File: src/rtl/wb_cmd_master.sv
// Wishbone classic initiator: queues {we, adr, dat, sel} commands and runs one single-beat cycle per command.
// Optional bus timeout abort is compiled in with `define WB_MASTER_TIMEOUT_EN.
module wb_cmd_master #(
    parameter int DEPTH          = 4,
    parameter int TIMEOUT_CYCLES = 256
) (
    input  logic        wb_clk_i,
    input  logic        wb_rst_i,
    input  logic        cmd_valid_i,
    output logic        cmd_ready_o,
    input  logic        cmd_we_i,
    input  logic [31:0] cmd_adr_i,
    input  logic [31:0] cmd_dat_i,
    input  logic [3:0]  cmd_sel_i,
    output logic        rsp_valid_o,
    output logic [31:0] rsp_dat_o,
    output logic        rsp_err_o,
    output logic        rsp_tout_o,
    output logic [31:0] wb_adr_o,
    output logic [31:0] wb_dat_o,
    output logic [3:0]  wb_sel_o,
    output logic        wb_we_o,
    output logic        wb_cyc_o,
    output logic        wb_stb_o,
    input  logic [31:0] wb_dat_i,
    input  logic        wb_ack_i,
    input  logic        wb_err_i
);
    localparam int AW = $clog2(DEPTH);

    typedef struct packed {
        logic        we;
        logic [31:0] adr;
        logic [31:0] dat;
        logic [3:0]  sel;
    } cmd_t;

    typedef enum logic [1:0] {IDLE, BUS, RESP} state_t;

    cmd_t          mem [DEPTH];
    logic [AW-1:0] wr_ptr, rd_ptr;
    logic [AW:0]   count;
    state_t        state, state_nxt;
    logic          push, pop, done, tout_hit;

    // Full blocks pushes even when a pop happens the same cycle
    assign cmd_ready_o = (count != (AW+1)'(DEPTH));
    assign push        = cmd_valid_i & cmd_ready_o;
    assign wb_cyc_o    = (state == BUS);
    assign wb_stb_o    = wb_cyc_o;
    assign rsp_valid_o = (state == RESP);

    always_ff @(posedge wb_clk_i) begin
        if (push) mem[wr_ptr] <= '{cmd_we_i, cmd_adr_i, cmd_dat_i, cmd_sel_i};
    end

    always_ff @(posedge wb_clk_i) begin
        if (wb_rst_i) begin
            wr_ptr <= '0;
            rd_ptr <= '0;
            count  <= '0;
        end else begin
            if (push) wr_ptr <= wr_ptr + AW'(1);
            if (pop)  rd_ptr <= rd_ptr + AW'(1);
            case ({push, pop})
                2'b10:   count <= count + (AW+1)'(1);
                2'b01:   count <= count - (AW+1)'(1);
                default: count <= count;
            endcase
        end
    end

`ifdef WB_MASTER_TIMEOUT_EN
    localparam int TW = $clog2(TIMEOUT_CYCLES);
    logic [TW-1:0] tcnt;

    assign tout_hit = (state == BUS) && (tcnt == TW'(TIMEOUT_CYCLES - 1));

    always_ff @(posedge wb_clk_i) begin
        if (wb_rst_i)
            tcnt <= '0;
        else if (pop)
            tcnt <= '0;
        else if (state == BUS && !wb_ack_i && !wb_err_i)
            tcnt <= tcnt + TW'(1);
    end
`else
    assign tout_hit = 1'b0;
`endif

    always_ff @(posedge wb_clk_i) begin
        if (wb_rst_i) state <= IDLE;
        else          state <= state_nxt;
    end

    always_comb begin
        state_nxt = state;
        pop       = 1'b0;
        done      = 1'b0;
        case (state)
            IDLE: if (count != '0) begin
                pop       = 1'b1;
                state_nxt = BUS;
            end
            BUS: if (wb_ack_i || wb_err_i || tout_hit) begin
                done      = 1'b1;
                state_nxt = RESP;
            end
            RESP:    state_nxt = IDLE;
            default: state_nxt = IDLE;
        endcase
    end

    // err dominates ack; ack on the abort cycle beats the timeout
    always_ff @(posedge wb_clk_i) begin
        if (wb_rst_i) begin
            wb_adr_o   <= '0;
            wb_dat_o   <= '0;
            wb_sel_o   <= '0;
            wb_we_o    <= 1'b0;
            rsp_dat_o  <= '0;
            rsp_err_o  <= 1'b0;
            rsp_tout_o <= 1'b0;
        end else begin
            if (pop) begin
                wb_we_o  <= mem[rd_ptr].we;
                wb_adr_o <= mem[rd_ptr].adr;
                wb_dat_o <= mem[rd_ptr].dat;
                wb_sel_o <= mem[rd_ptr].sel;
            end
            if (done) begin
                rsp_dat_o  <= (wb_ack_i && !wb_err_i && !wb_we_o) ? wb_dat_i : 32'h0;
                rsp_err_o  <= wb_err_i | (tout_hit & ~wb_ack_i);
                rsp_tout_o <= tout_hit & ~wb_ack_i & ~wb_err_i;
            end
        end
    end
endmodule

File: config.mk
export PLATFORM = sky130hd
export DESIGN_NAME = wb_cmd_master
export DESIGN_NICKNAME = d
export VERILOG_FILES = /design/src/rtl/wb_cmd_master.sv
export SDC_FILE = /design/constraint.sdc
export NUM_CORES = 1
export LEC_CHECK = 0
export CORE_ASPECT_RATIO = 1.5
export CORE_MARGIN = 2
export CORE_UTILIZATION = 53
export DETAILED_ROUTE_END_ITERATION = 6
export PLACE_DENSITY = 0.79
export SLEW_MARGIN = 20
export SYNTH_ARGS = -nofsm -noshare
export SYNTH_HDL_FRONTEND = slang
export SYNTH_SLANG_ARGS = --single-unit
File: constraint.sdc
create_clock -name wb_clk_i -period 4.22 [get_ports wb_clk_i]
set_input_delay 0.844 -clock wb_clk_i [delete_from_list [all_inputs] [get_ports wb_clk_i]]
set_output_delay 0.844 -clock wb_clk_i [all_outputs]
set_load 0.02 [all_outputs]
# == Word-level counts from Yosys, hierarchy flattened ==
# Memory sizes are Yosys's and may differ from the RTL's. A register that Yosys moved wholly into a read port is not among the register bits.
# Index checks and enable logic that the tools add are counted.
# word_totals
out_inout_bits,107
wordCells,39
mem_count,1
ram_bits,276
input_bits,106
reg_bits,42
# mem_list
name,words,word_bits,read_ports,rd_ports_with_merged_regs,write_ports,line_no,rtl
mem,4,69,1,1,1,40,cmd_t mem [DEPTH];
# classes
bitwise,1
n_eq_ne,7
muxes,11
n_addsub,4
reduce_logical,9
# op_table
op,n
32-bit 2-to-1 mux,1
1-bit 2-to-1 mux,6
3-bit one-hot mux with 2 select lines,1
2-bit by 1-bit adder with 2-bit output (second input constant),2
2-bit by 1-bit == test with 1-bit output (second input constant),2
2-bit == test (second input constant),2
2-bit 2-to-1 mux,2
2-bit one-hot mux with 2 select lines,1
3-bit by 1-bit adder with 3-bit output (second input constant),1
3-bit inequality test (second input constant),1
3-bit nonzero test,1
3-bit by 1-bit subtractor with 3-bit output (second input constant),1
1-bit logical AND,2
1-bit logical NOT,2
2-bit logical NOT,1
2-bit by 1-bit inequality test with 1-bit output (second input constant),1
2-bit inequality test (second input constant),1
2-bit AND reduction,1
2-bit nonzero test,1
1-bit bitwise AND,1
1-bit logical OR,1

# == Depth between registers and ports, before layout ==
# logic_depth
word_depth,5
depth_mapped,9
depth_no_buf,9

# == Worst setup path after synthesis ==
# Ideal clock, no wire load.
# synth_timing
kind,input to register
from,input port cmd_valid_i
to,memory mem[3][0] (netlist name) (enable)
path_buffers,1
t_required_ns,3.785
slack_ns,1.017
arrival_ns,2.768
stages,2
path_cell_list,buf_1 and3_1
# synth_between
elab_chain_cells,3
# synth_lines
element,line_no,rtl
from (decl),9,"input logic cmd_valid_i,"
1-bit bitwise AND,48,assign push = cmd_valid_i & cmd_ready_o;
1-bit 2-to-1 mux,54,"if (push) mem[wr_ptr] <= '{cmd_we_i, cmd_adr_i, cmd_dat_i, cmd_sel_i};"
1-bit 2-to-1 mux (not written as such),54,
to (decl),40,
# No other way between the ends.

# == Worst setup path in the final report ==
# layout_timing
from,register count[2]
to,output port cmd_ready_o
# layout_between
elab_chain_cells,1
# layout_lines
element,line_no,rtl
from (decl),42,logic [AW:0] count;
from (signal assigned),66,2'b10: count <= count + (AW+1)'(1);
from (signal assigned),67,2'b01: count <= count - (AW+1)'(1);
from (signal assigned),68,default: count <= count;
3-bit inequality test,47,assign cmd_ready_o = (count != (AW+1)'(DEPTH));
to (decl),10,"output logic cmd_ready_o,"
# No other way between the ends.

==> run metrics <==
Max stage delay on crit path 0.59 ns; Antenna Nets Post-Route 0; slew margin rel. 0.259; dpl hpwl 17.1 mm; setup TNS 0 ns; Final GP Congestion 0.733; Worst setup EP type output pin; status complete, no violations; commonest non-fill, non-tap cells in the layout 276 x edfxtp_1, 211 x clkdlybuf4s50_1, 109 x dfxtp_1; leakage dissipation 0.00571 uW; post-synth net total 843; DRT Wirelength 28.6 mm; Req. time, crit path 3.38 ns; CTS tree yes; Min-Delay Path Class register to register; Worst Hold Endpoint rsp_dat_o[27]$_SDFFE_PP0P_; critical path cell sequence or3b_2, clkdlybuf4s50_1; Hold-fix buffers, CTS 0; Ports 213; startpoint types register; cell depth of the worst hold path 2; Arr. time, crit path 2.07 ns; Worst-Margin Slew 1.11 ns; FF+latch count, synth 387; # Post-CTS Setup Buffers 0; Synth Cell Area 0.0138 mm^2; HP Start rsp_dat_o[27]$_SDFFE_PP0P_; Distinct cells, synth 34; RSZ-0062 raised after global routing false; Vias/cell 5.73; H-tree Lvls 2; Final min period 2.91 ns; post-route clock skew 0.0267 ns; initial antenna violation count 0; Power Density 638 mW/mm^2; Final #Nets 1053; vias in the first global route 7803; die footprint 0.0273 mm^2; port bufs 211; Inserted Clock Buffers 35; VDD IR max 0.378 mV; reg2reg setup slack 1.76 ns; ANT cells 0; later-pin clock latency in the skew report 0.52 ns; share of cells above drive strength 1 0.154; hold_ws 0.475 ns; DRT Pass-1 Iters 5; initial core utilization 0.537; Die Ht 201 um; leading cell type in the layout, fill and taps excluded edfxtp_1; clock buffer depth 3; Vias 7451; Clk pin slew, worst setup/hold paths 0.06 ns; max frequency 343 MHz; R2R Path Start count[0]$_SDFFE_PP0P_; Hold Vio Cnt, Final 0; DRC errors left 0; total track usage 0.211; post-cts sizing count 0; largest net degree at the start of global routing 72; R2R cell count 4; max cap viols 0; FF-to-FF End wb_adr_o[2]$_SDFFE_PP0P_; WL/cell 22.0 um; Final Cycle Share 0.690; DR iter-0 viols 513; critical path fanouts, max 10; YS warnings 0; CTS Sinks 387; CP Class register to output pin; Layout Utilization 0.679; clock root cell clkbuf_16; DIE WIDTH 136 um; Synth Instances 731; Layout area overhead 26.6%; Setup violations, final 0; total global routing overflow 0; CP max stage cell or3b_2; row cnt 72; average cell area after synthesis 18.9 um^2; share of the yosys chip area belonging to registers 0.763; Max Slew Vio Count 0; Core ar. 0.0257 mm^2; first-pass GRT wire length 43.7 mm
==> registers in the layout, indices dropped and copies added, names as in the netlist <==
signal / flops
wr_ptr: 2
wb_dat_o: 32
rsp_dat_o: 32
count: 3
wb_sel_o: 4
rsp_err_o: 1
state: 2
rd_ptr: 2
wb_we_o: 1
mem: 276
wb_adr_o: 32
==> worst max-delay path, delay by kind of cell, from the launching register on <==
family	cells	cell delay, ns
and+or+nand+nor	1	0.59
DFF	1	0.38
buffers and inverters	1	0.58
==> stage by stage <==
stage               instances  area, um^2  setup WS, ns  total power (uW)
detailed placement       1237       16300          1.22              8030
global route             1301       17400          1.25             11600
floorplan                 731       13800          1.02              6800
CTS                      1301       17400          1.29             11200
global placement         1237       16300          1.27              7960
finish                   1301       17400          1.31             11100
==> logic make-up (layout without fill, tap and decap cells) <==
family | count (synthesis) | after routing | synth area share
AO/OA/AOI/OAI | 148 | 148 | 0.0745
XOR/XNOR | 2 | 2 | 0.00127
adder cells (fa/ha/maj) | 6 | 6 | 0.00599
buffers and inverters | 60 | 297 | 0.0196
flip-flops | 387 | 387 | 0.763
multiplexers | 69 | 69 | 0.113
other | 1 | 1 | 0.000272
AND/OR/NAND/NOR | 58 | 58 | 0.0230
==> report_power, final <==
group	internal (uW)	switching (uW)
Combinational	1440	1380
Clock	1850	1340
Sequential	4650	457
Total	7940	3170
==> Yosys cell counts <==
library cell  instances  area (um^2)
o21ai_0              34          170
ha_1                  5         62.6
nor3_1                2         10.0
a311oi_1              1         8.76
nand2b_1              1         6.26
and3_1                4         25.0
dfxtp_1             111         2220
nand3_1              34          170
nor2_1                6         22.5
a22o_1               69          604
a21oi_1              39          195
inv_1                 8         30.0
conb_1                1         3.75
or3b_2                1         8.76
nor2b_1               1         6.26
o31ai_1               1         7.51
buf_2                18         90.1
a21oi_4               1         16.3
buf_6                 1         11.3
nand3b_1              1         7.51
buf_1                 1         3.75
or3_4                 1         11.3
buf_4                 4         30.0
edfxtp_1            276         8290
mux4_2               69         1550
or3_1                 1         6.26
clkbuf_1             28          105
fa_1                  1         20.0
nand2_1               4         15.0
nor4_2                1         12.5
a21o_1                2         15.0
a31o_2                1         8.76
xor2_1                2         17.5
nor4b_2               1         15.0
==> layer usage <==
| metal | GRT usage | vias up | routed length (um) |
|---|---|---|---|
| li1 | - | 3355 | - |
| met1 | 0.253 | 3794 | 10700 |
| met2 | 0.381 | 258 | 15500 |
| met3 | 0.0391 | 44 | 1720 |
| met4 | 0.0707 | 0 | 740 |
| met5 | 0 | - | 0 |
==> cell type report <==
cell class / count / area [um^2]
clock inverters: 23 / 231
clock buffers: 41 / 940
well taps: 333 / 417
fillers: 1670 / 8230
flip-flops and latches: 387 / 10500
multi-input cells: 284 / 3040
inverters: 8 / 30.0
repair buffers: 225 / 2270
==> how the worst max path moves through the flow <==
stage	start	end	slack, ns
after floorplan	cmd_valid_i	mem[3][0]$_DFFE_PP_	1.02
after global placement	cmd_valid_i	mem[0][37]$_DFFE_PP_	1.27
after detailed placement	wb_rst_i	wb_adr_o[18]$_SDFFE_PP0P_	1.22
after CTS	count[2]$_SDFFE_PP0P_	cmd_ready_o	1.29
after global routing	count[2]$_SDFFE_PP0P_	cmd_ready_o	1.25
final	count[2]$_SDFFE_PP0P_	cmd_ready_o	1.31
Power figures use the tool's default switching activity.
